### src/rtl/motor_soft_ramp.sv
// Soft-start/soft-stop ramp from the requested PWM level to the applied level, plus PWM output.
// Define MOTOR_BRAKE_EN to add the i_brake port and the BRAKE state.
module motor_soft_ramp #(
  parameter int PWM_PERIOD   = 100,
  parameter int DWELL_CYCLES = 1000,
  parameter int LEVEL_MAX    = 4
) (
  input  logic       i_clk,
  input  logic       i_reset,
  input  logic [2:0] i_pwm_state,
`ifdef MOTOR_BRAKE_EN
  input  logic       i_brake,
`endif
  output logic [2:0] o_level,
  output logic       o_busy,
  output logic       o_pwm
);

  localparam int STEP = PWM_PERIOD / LEVEL_MAX;
  localparam int CW   = $clog2(PWM_PERIOD + 1);
  localparam int DW   = (DWELL_CYCLES > 1) ? $clog2(DWELL_CYCLES) : 1;

  localparam logic [2:0]    LVL_MAX    = 3'(LEVEL_MAX);
  localparam logic [DW-1:0] DWELL_LAST = DW'(DWELL_CYCLES - 1);
  localparam logic [DW-1:0] DWELL_ZERO = DW'(0);
  localparam logic [CW-1:0] CNT_LAST   = CW'(PWM_PERIOD - 1);
  localparam logic [CW-1:0] CNT_ZERO   = CW'(0);

`ifdef MOTOR_BRAKE_EN
  typedef enum logic [1:0] {S_IDLE = 2'd0, S_UP = 2'd1, S_DOWN = 2'd2, S_BRAKE = 2'd3} state_t;
`else
  typedef enum logic [1:0] {S_IDLE = 2'd0, S_UP = 2'd1, S_DOWN = 2'd2} state_t;
`endif

  state_t        r_state, w_next_state;
  logic [2:0]    r_level, w_next_level;
  logic [DW-1:0] r_dwell, w_next_dwell;
  logic          r_busy;
  logic          r_pwm;
  logic [CW-1:0] r_pwm_cnt;
  logic [2:0]    r_duty;
  logic [2:0]    w_tgt;
  logic [CW-1:0] w_thresh;
  logic          w_dwell_done;

  assign w_tgt        = (i_pwm_state > LVL_MAX) ? LVL_MAX : i_pwm_state;
  assign w_dwell_done = (r_dwell == DWELL_LAST);
  assign w_thresh     = CW'(r_duty) * CW'(STEP);

  // Ramp next-state: reversal or stop pre-empts a pending step on the same edge
  always_comb begin
    w_next_state = r_state;
    w_next_level = r_level;
    w_next_dwell = r_dwell;
`ifdef MOTOR_BRAKE_EN
    if (i_brake) begin
      w_next_state = S_BRAKE;
      w_next_level = 3'd0;
      w_next_dwell = DWELL_ZERO;
    end else
`endif
    begin
      case (r_state)
        S_IDLE: begin
          if (w_tgt > r_level) begin
            w_next_state = S_UP;
            w_next_dwell = DWELL_ZERO;
          end else if (w_tgt < r_level) begin
            w_next_state = S_DOWN;
            w_next_dwell = DWELL_ZERO;
          end else begin
            w_next_state = S_IDLE;
          end
        end
        S_UP: begin
          if (w_tgt < r_level) begin
            w_next_state = S_DOWN;
            w_next_dwell = DWELL_ZERO;
          end else if (w_tgt == r_level) begin
            w_next_state = S_IDLE;
            w_next_dwell = DWELL_ZERO;
          end else if (w_dwell_done) begin
            w_next_level = r_level + 3'd1;
            w_next_dwell = DWELL_ZERO;
            w_next_state = ((r_level + 3'd1) == w_tgt) ? S_IDLE : S_UP;
          end else begin
            w_next_dwell = r_dwell + DW'(1);
          end
        end
        S_DOWN: begin
          if (w_tgt > r_level) begin
            w_next_state = S_UP;
            w_next_dwell = DWELL_ZERO;
          end else if (w_tgt == r_level) begin
            w_next_state = S_IDLE;
            w_next_dwell = DWELL_ZERO;
          end else if (w_dwell_done) begin
            w_next_level = r_level - 3'd1;
            w_next_dwell = DWELL_ZERO;
            w_next_state = ((r_level - 3'd1) == w_tgt) ? S_IDLE : S_DOWN;
          end else begin
            w_next_dwell = r_dwell + DW'(1);
          end
        end
`ifdef MOTOR_BRAKE_EN
        S_BRAKE: begin
          w_next_state = S_IDLE;
        end
`endif
        default: begin
          w_next_state = S_IDLE;
          w_next_level = 3'd0;
          w_next_dwell = DWELL_ZERO;
        end
      endcase
    end
  end

  // Ramp state, level, dwell counter and busy flag
  always_ff @(posedge i_clk) begin
    if (i_reset) begin
      r_state <= S_IDLE;
      r_level <= 3'd0;
      r_dwell <= DWELL_ZERO;
      r_busy  <= 1'b0;
    end else begin
      r_state <= w_next_state;
      r_level <= w_next_level;
      r_dwell <= w_next_dwell;
      r_busy  <= (w_next_state == S_UP) || (w_next_state == S_DOWN);
    end
  end

  // Free-running PWM; duty is latched only at the period wrap so edges stay glitch-free
  always_ff @(posedge i_clk) begin
    if (i_reset) begin
      r_pwm_cnt <= CNT_ZERO;
      r_duty    <= 3'd0;
      r_pwm     <= 1'b0;
    end else begin
      r_pwm_cnt <= (r_pwm_cnt == CNT_LAST) ? CNT_ZERO : r_pwm_cnt + CW'(1);
`ifdef MOTOR_BRAKE_EN
      if (i_brake) begin
        r_duty <= 3'd0;
        r_pwm  <= 1'b0;
      end else
`endif
      begin
        if (r_pwm_cnt == CNT_LAST) begin
          r_duty <= r_level;
        end else begin
          r_duty <= r_duty;
        end
        r_pwm <= (r_pwm_cnt < w_thresh);
      end
    end
  end

  assign o_level = r_level;
  assign o_busy  = r_busy;
  assign o_pwm   = r_pwm;

endmodule
### config.mk
export PLATFORM = sky130hd
export DESIGN_NAME = motor_soft_ramp
export DESIGN_NICKNAME = d
export VERILOG_FILES = /design/src/rtl/motor_soft_ramp.sv
export SDC_FILE = /design/constraint.sdc
export NUM_CORES = 1
export LEC_CHECK = 0
export BUFFER_PORTS_ARGS = -buffer_cell sky130_fd_sc_hd__clkbuf_2
export CORE_MARGIN = 2
export CORE_UTILIZATION = 60
export DETAILED_ROUTE_END_ITERATION = 7
export PLACE_DENSITY = 0.79
export SLEW_MARGIN = 20
export SYNTH_ARGS = -nofsm -noshare
export SYNTH_HDL_FRONTEND = slang
export SYNTH_SLANG_ARGS = --single-unit
### constraint.sdc
create_clock -name i_clk -period 3.1 [get_ports i_clk]
set_clock_uncertainty 0.1 [all_clocks]
set_input_delay 0.155 -clock i_clk [delete_from_list [all_inputs] [get_ports i_clk]]
set_output_delay 0.155 -clock i_clk [all_outputs]
set_load 0.02 [all_outputs]
[Word-level counts from Yosys, hierarchy flattened]
Cells that the tools add are included.
Operators by class
  divide/modulo/power cells: 0
  reductions and logical operators: 4
  bitwise logic cells: 1
  multipliers: 1
  equal/unequal tests: 16
  shift-type cells: 0
  muxes and demuxes: 26
  add/sub/neg operators: 4
  order comparisons: 4
Operators by type and width (count)
  10-bit two-way mux: 6
  10-bit one-hot mux with 3 select lines: 1
  3-bit two-way mux: 7
  2-bit two-way mux: 9
  2-bit != test (second input constant): 6
  10-bit by 1-bit adder with 10-bit output (second input constant): 1
  10-bit == test (second input constant): 1
  3-bit == test: 3
  3-bit one-hot mux with 3 select lines: 1
  7-bit by 1-bit adder with 7-bit output (second input constant): 1
  7-bit == test (second input constant): 1
  7-bit less-than comparator: 1
  3-bit by 5-bit multiplier with 7-bit output (second input constant): 1
  7-bit AND reduction: 1
  2-bit one-hot mux with 3 select lines: 1
  2-bit by 1-bit == test with 1-bit output (second input constant): 2
  2-bit == test (second input constant): 2
  3-bit by 1-bit adder with 3-bit output (second input constant): 1
  3-bit > comparator: 1
  3-bit > comparator (second input constant): 1
  3-bit less-than comparator: 1
  3-bit != test (second input constant): 1
  3-bit by 1-bit subtractor with 3-bit output (second input constant): 1
  2-bit zero test: 1
  4 further kinds: 4
Storage, ports and cells
  RAM bits: 0
  memories kept: 0
  input port bits: 5
  latch bits: 0
  bits in registers: 27
  output and inout bits: 5
  word-level logic and storage cells: 63
  memory bits (read-only): 0

[Depth between registers and ports, before layout]
  word-level depth: 10
  mapped depth: 8
  gate-level depth less buffers: 8

[Least setup slack after synthesis]
No wires, ideal clock.
  path kind: flip-flop to flip-flop
  start: register r_level[2] (netlist: o_level[2])
  end: register r_busy (netlist: o_busy)
  stages on the path, launching flop included: 9
  clock period less this slack: 2.414 ns
  data arrival time: 2.244 ns
  path buffers: 0
  path slack: 0.686 ns
  path through: dfxtp_1 > inv_1 > ha_1 > and3_1 > nor4_2 > a41oi_1 > o22a_1 > or3_1 > a21boi_1
On the way
  longest elaborated chain between the ends: 9
  elaborated cells on any way between the ends: 21
  classes of those cells: add/sub (2); order compare (2); eq/ne (5); mux (11); reduce/logical (1)
RTL lines
  from (decl): RTL line 36  | logic [2:0] r_level, w_next_level;
  from (signal assigned): RTL line 128  | r_level <= w_next_level;
  3-bit by 1-bit adder with 3-bit output or 3-bit by 1-bit subtractor with 3-bit output (tied branches): RTL line 85, 100
  3-bit == test, on equally long branches: RTL line 85, 100
  1-bit two-way mux or 2-bit two-way mux (tied branches): RTL line 85, 100
  2-bit two-way mux, on equally long branches: RTL line 82, 97
  2-bit two-way mux, on equally long branches: RTL line 79, 94
  2-bit two-way mux, on equally long branches: RTL line 76, 91
  2-bit one-hot mux with 3 select lines (*): RTL line 63  | case (r_state)
  2-bit by 1-bit == test with 1-bit output or 2-bit == test (tied branches): RTL line 130  | r_busy <= (w_next_state == S_UP) || (w_next_state == S_DOWN);
  1-bit logical OR (*): RTL line 130
  to (signal assigned): RTL line 130
  to (decl): RTL line 38  | logic r_busy;
Every way passes the cells marked *; elsewhere a longest branch is shown, timed or not.
A chain may end at the register's enable or synchronous reset.

[Final worst setup path]
Same ends and word-level chain as after synthesis.

==> impl_metrics.py <==
metrics = {
    "place": {
        "numPortBuffers": 9,
        "dp_hpwl_um": 2550,
        "place_ws_ps": 493,
        "finalWeightedCongestion": 0.937,
    },
    "final_layout": {
        "nFillCells": 232,
        "area_growth_pct": 6.06,
        "antenna_cells": 0,
        "share_of_final_layout_standard_cells_stronger_than_drive_strength_1": 0.100,
        "layout.nets": 235,
        "postLayoutCoreUtil": 0.667,
    },
    "worst_hold_path": {
        "holdPathStages": 2,
        "hp-start": "i_reset",
        "worst_hold_path.endpoint": "r_dwell[0]",
        "min_path_type": "in -> reg",
    },
    "logic_synthesis": {
        "synth_seq_cells": 27,
        "ys_types": 47,
        "post-synth-top-area-cell": "sky130_fd_sc_hd__dfxtp_1",
        "synth_edf_count": 0,
        "synth_top_cell_area_share": 0.311,
        "ys.warnings.count": 0,
        "synth.avg_cell_area_um2": 8.76,
        "netlist_instances": 198,
        "mappedNetlistNets": 223,
        "syn_area_mm2": 0.00174,
        "postSynth.asyncResetShare": 0,
        "synth.top_cells.by_area": "sky130_fd_sc_hd__dfxtp_1, sky130_fd_sc_hd__ha_1, sky130_fd_sc_hd__nor2_1, sky130_fd_sc_hd__xor2_1, sky130_fd_sc_hd__xnor2_1",
        "postSynth.topFlopCell": "sky130_fd_sc_hd__dfxtp_1",
        "synth_sequential_area_ratio": 0.311,
    },
    "grt": {
        "grt_first_pass_wirelength_um": 5740,
        "via_count_of_the_first_global_routing_pass": 1381,
        "grt_util_all_layers": 0.216,
        "grt_antenna_before_repair": 0,
        "pin_count_of_the_biggest_net_entering_global_routing": 17,
        "globalRoute.totalOverflow": 0,
    },
    "timing": {
        "maxClockFrequency_ghz": 0.380,
        "finalWorstSetupSlack_ps": 468,
        "fin_crit_sh": 0.849,
        "relSlewSlack": 0.621,
        "timing_worst_slew_pin_value_ps": 567,
        "layout_min_cycle_time_ps": 2630,
        "unrepaired_setup_endpoints_after_global_routing": "no",
        "final.hold.worst_slack_ps": 112,
        "aggregate_negative_setup_slack_ps": 0,
        "report.final.hold_viol_count": 0,
        "slew_violations": 0,
        "setup_viol_count_final": 0,
    },
    "die": {
        "chipWidth_um": 57.8,
        "die_area_mm2": 0.00334,
        "number_of_placement_rows": 19,
        "initial_utilization": 0.629,
        "chipHeight_um": 57.8,
        "core_area_mm2": 0.00276,
        "io_pins": 10,
    },
    "routing": {
        "post_drt_via_cell_ratio": 5.93,
        "route.antenna.remaining_nets": 0,
        "drt_pre_antenna_iters": 4,
        "total_vias_in_the_final_route": 1424,
        "dr.first_iter.drc_count": 80,
        "post-route-drc-count": 0,
        "post_drt_wl_per_cell_um": 13.3,
        "postRouteWirelength_um": 3200,
    },
    "clock_network": {
        "cts_max_level": 1,
        "cts.clk_slew.worst_paths_ps": 150,
        "numCtsBuffers": 3,
        "clock-sinks": 27,
        "root_buffer": "sky130_fd_sc_hd__clkbuf_4",
        "ctsLongestPathBuffers": 2,
        "tritoncts": "yes",
        "cts_hold_buffers": 0,
        "cts_post_setup_buffers_inserted": 0,
        "worstSkewPairLatency_ps": 320,
        "resized_gates_after_cts": 0,
    },
    "worst_setup_path": {
        "setup.worst_path.class": "reg -> reg",
        "setup.worst_path.start_class": "flip-flop",
        "crit_path_cell_trace": "inv_1 -> ha_1 -> and3_1 -> nor4_2 -> a41oi_1 -> o22a_1 -> or3_1 -> a21boi_1",
        "worstPathArrival_ps": 2790,
        "r2r-start": "o_level[2]",
        "cp_data_required_time_ps": 3260,
        "crit_fanout": 7,
        "worst-r2r-setup-slack_ps": 470,
        "ff2ff_path_depth": 8,
        "timing.critical_path.to_type": "flip-flop",
        "critPathBufInv": 1,
        "regToRegEndpoint": "o_busy",
        "critPathSlowestCell": "sky130_fd_sc_hd__dfxtp_1",
        "cp_slowest_stage_delay_ps": 490,
        "cpLargestDelayFamily": "simple AND/OR/NAND/NOR gates",
    },
    "outcome": {
        "outcome": "completed",
    },
    "run": {
        "maxCapViolations": 0,
    },
    "pwr": {
        "vdd.ir_drop.worst_uv": 286,
        "leakage_nw": 0.727,
        "power.density_cell_area_mw_per_mm2": 354,
        "total_power_mw": 0.652,
    },
}
-- worst register-to-register path, stage by stage, from the launching register on --
cell and delay [ps]:
sky130_fd_sc_hd__dfxtp_1 490, sky130_fd_sc_hd__inv_1 90, sky130_fd_sc_hd__ha_1 350, sky130_fd_sc_hd__and3_1 210, sky130_fd_sc_hd__nor4_2 350, sky130_fd_sc_hd__a41oi_1 190, sky130_fd_sc_hd__o22a_1 260, sky130_fd_sc_hd__or3_1 380
sky130_fd_sc_hd__a21boi_1 150
-- worst max-delay path by stage --
stage / start / endpoint / slack, ps / depth (start not counted)
detailed placement: o_level[2] / o_busy / 490 / 8
global placement: o_level[2] / o_busy / 730 / 8
finish: o_level[2] / o_busy / 470 / 8
CTS: o_level[2] / o_busy / 480 / 8
global route: o_level[2] / o_busy / 360 / 8
floorplan: o_level[2] / o_busy / 690 / 8
-- layer usage --
metal	track usage	wire length (µm)	vias up
li1	-	-	721
met1	0.268	1480	665
met2	0.377	1560	28
met3	0.0268	92	10
met4	0.0930	72	0
met5	0	0	-
-- sequential cells by signal (all words and copies together), names as in the netlist --
name / flops
r_duty: 3
o_level: 3
r_state: 2
o_busy: 1
r_dwell: 10
r_pwm_cnt: 7
o_pwm: 1
-- logic make-up after synthesis --
| family | count (synthesis) | share of synthesized area |
|---|---|---|
| adder cells (fa/ha/maj) | 20 | 0.144 |
| multiplexers | 3 | 0.0180 |
| AND/OR/NAND/NOR | 81 | 0.270 |
| buffers and inverters | 17 | 0.0375 |
| AO/OA/AOI/OAI | 33 | 0.133 |
| flip-flops | 27 | 0.311 |
| XOR/XNOR | 17 | 0.0858 |
-- synth_stat cells (2+ instances only) --
master,count
sky130_fd_sc_hd__a21o_1,5
sky130_fd_sc_hd__nand2b_1,5
sky130_fd_sc_hd__and3_1,4
sky130_fd_sc_hd__mux2i_1,2
sky130_fd_sc_hd__o21ai_0,3
sky130_fd_sc_hd__nand2_1,8
sky130_fd_sc_hd__nand4_1,5
sky130_fd_sc_hd__or3_1,3
sky130_fd_sc_hd__nor3_1,4
sky130_fd_sc_hd__nor2_1,31
sky130_fd_sc_hd__nand3_1,5
sky130_fd_sc_hd__ha_1,20
sky130_fd_sc_hd__a21oi_1,9
sky130_fd_sc_hd__xor2_1,10
sky130_fd_sc_hd__a221o_1,2
sky130_fd_sc_hd__nand3b_1,3
sky130_fd_sc_hd__dfxtp_1,27
sky130_fd_sc_hd__inv_1,15
sky130_fd_sc_hd__nand4b_1,3
sky130_fd_sc_hd__xnor2_1,7
-- per-stage QoR --
stage                     cell area (µm²)  cells
final                                1840    240
after CTS                            1840    240
after global routing                 1840    240
after floorplan                      1740    198
after detailed placement             1810    236
after global placement               1810    236
-- cell usage in the layout, fill, tap and decap left out, types with 2 or more instances in the layout --
cell type,Yosys,final
sky130_fd_sc_hd__o21ai_0,3,3
sky130_fd_sc_hd__clkbuf_2,0,9
sky130_fd_sc_hd__xnor2_1,7,7
sky130_fd_sc_hd__and3_1,4,4
sky130_fd_sc_hd__nand4_1,5,5
sky130_fd_sc_hd__inv_1,15,15
sky130_fd_sc_hd__a221o_1,2,2
sky130_fd_sc_hd__nor2_1,31,31
sky130_fd_sc_hd__xor2_1,10,10
sky130_fd_sc_hd__nand4b_1,3,3
sky130_fd_sc_hd__nand3_1,5,5
sky130_fd_sc_hd__nor3_1,4,4
sky130_fd_sc_hd__a21o_1,5,5
sky130_fd_sc_hd__clkbuf_4,0,3
sky130_fd_sc_hd__or3_1,3,3
sky130_fd_sc_hd__ha_1,20,20
sky130_fd_sc_hd__nand2b_1,5,5
sky130_fd_sc_hd__dfxtp_1,27,27
sky130_fd_sc_hd__a21oi_1,9,9
sky130_fd_sc_hd__mux2i_1,2,2
sky130_fd_sc_hd__nand3b_1,3,3
sky130_fd_sc_hd__nand2_1,8,8
-- layout make-up --
| class | count | area, µm² | area share |
|---|---|---|---|
| multi-input combinational | 154 | 1130 | 0.614 |
| sequential | 27 | 541 | 0.294 |
| inverter | 15 | 56.3 | 0.0306 |
| timing repair buffer | 9 | 45.0 | 0.0245 |
| tap | 31 | 38.8 | 0.0211 |
| clock buffer | 3 | 22.5 | 0.0122 |
| clock inverter | 1 | 7.51 | 0.00408 |
-- power breakdown --
group          leakage (nW)  switching [mW]  internal (mW)  total [mW]
Clock                0.0139           0.102         0.0492       0.151
Combinational         0.495          0.0786         0.0546       0.133
Sequential            0.219         0.00945          0.358       0.367
(Power assumes the default switching activity.)
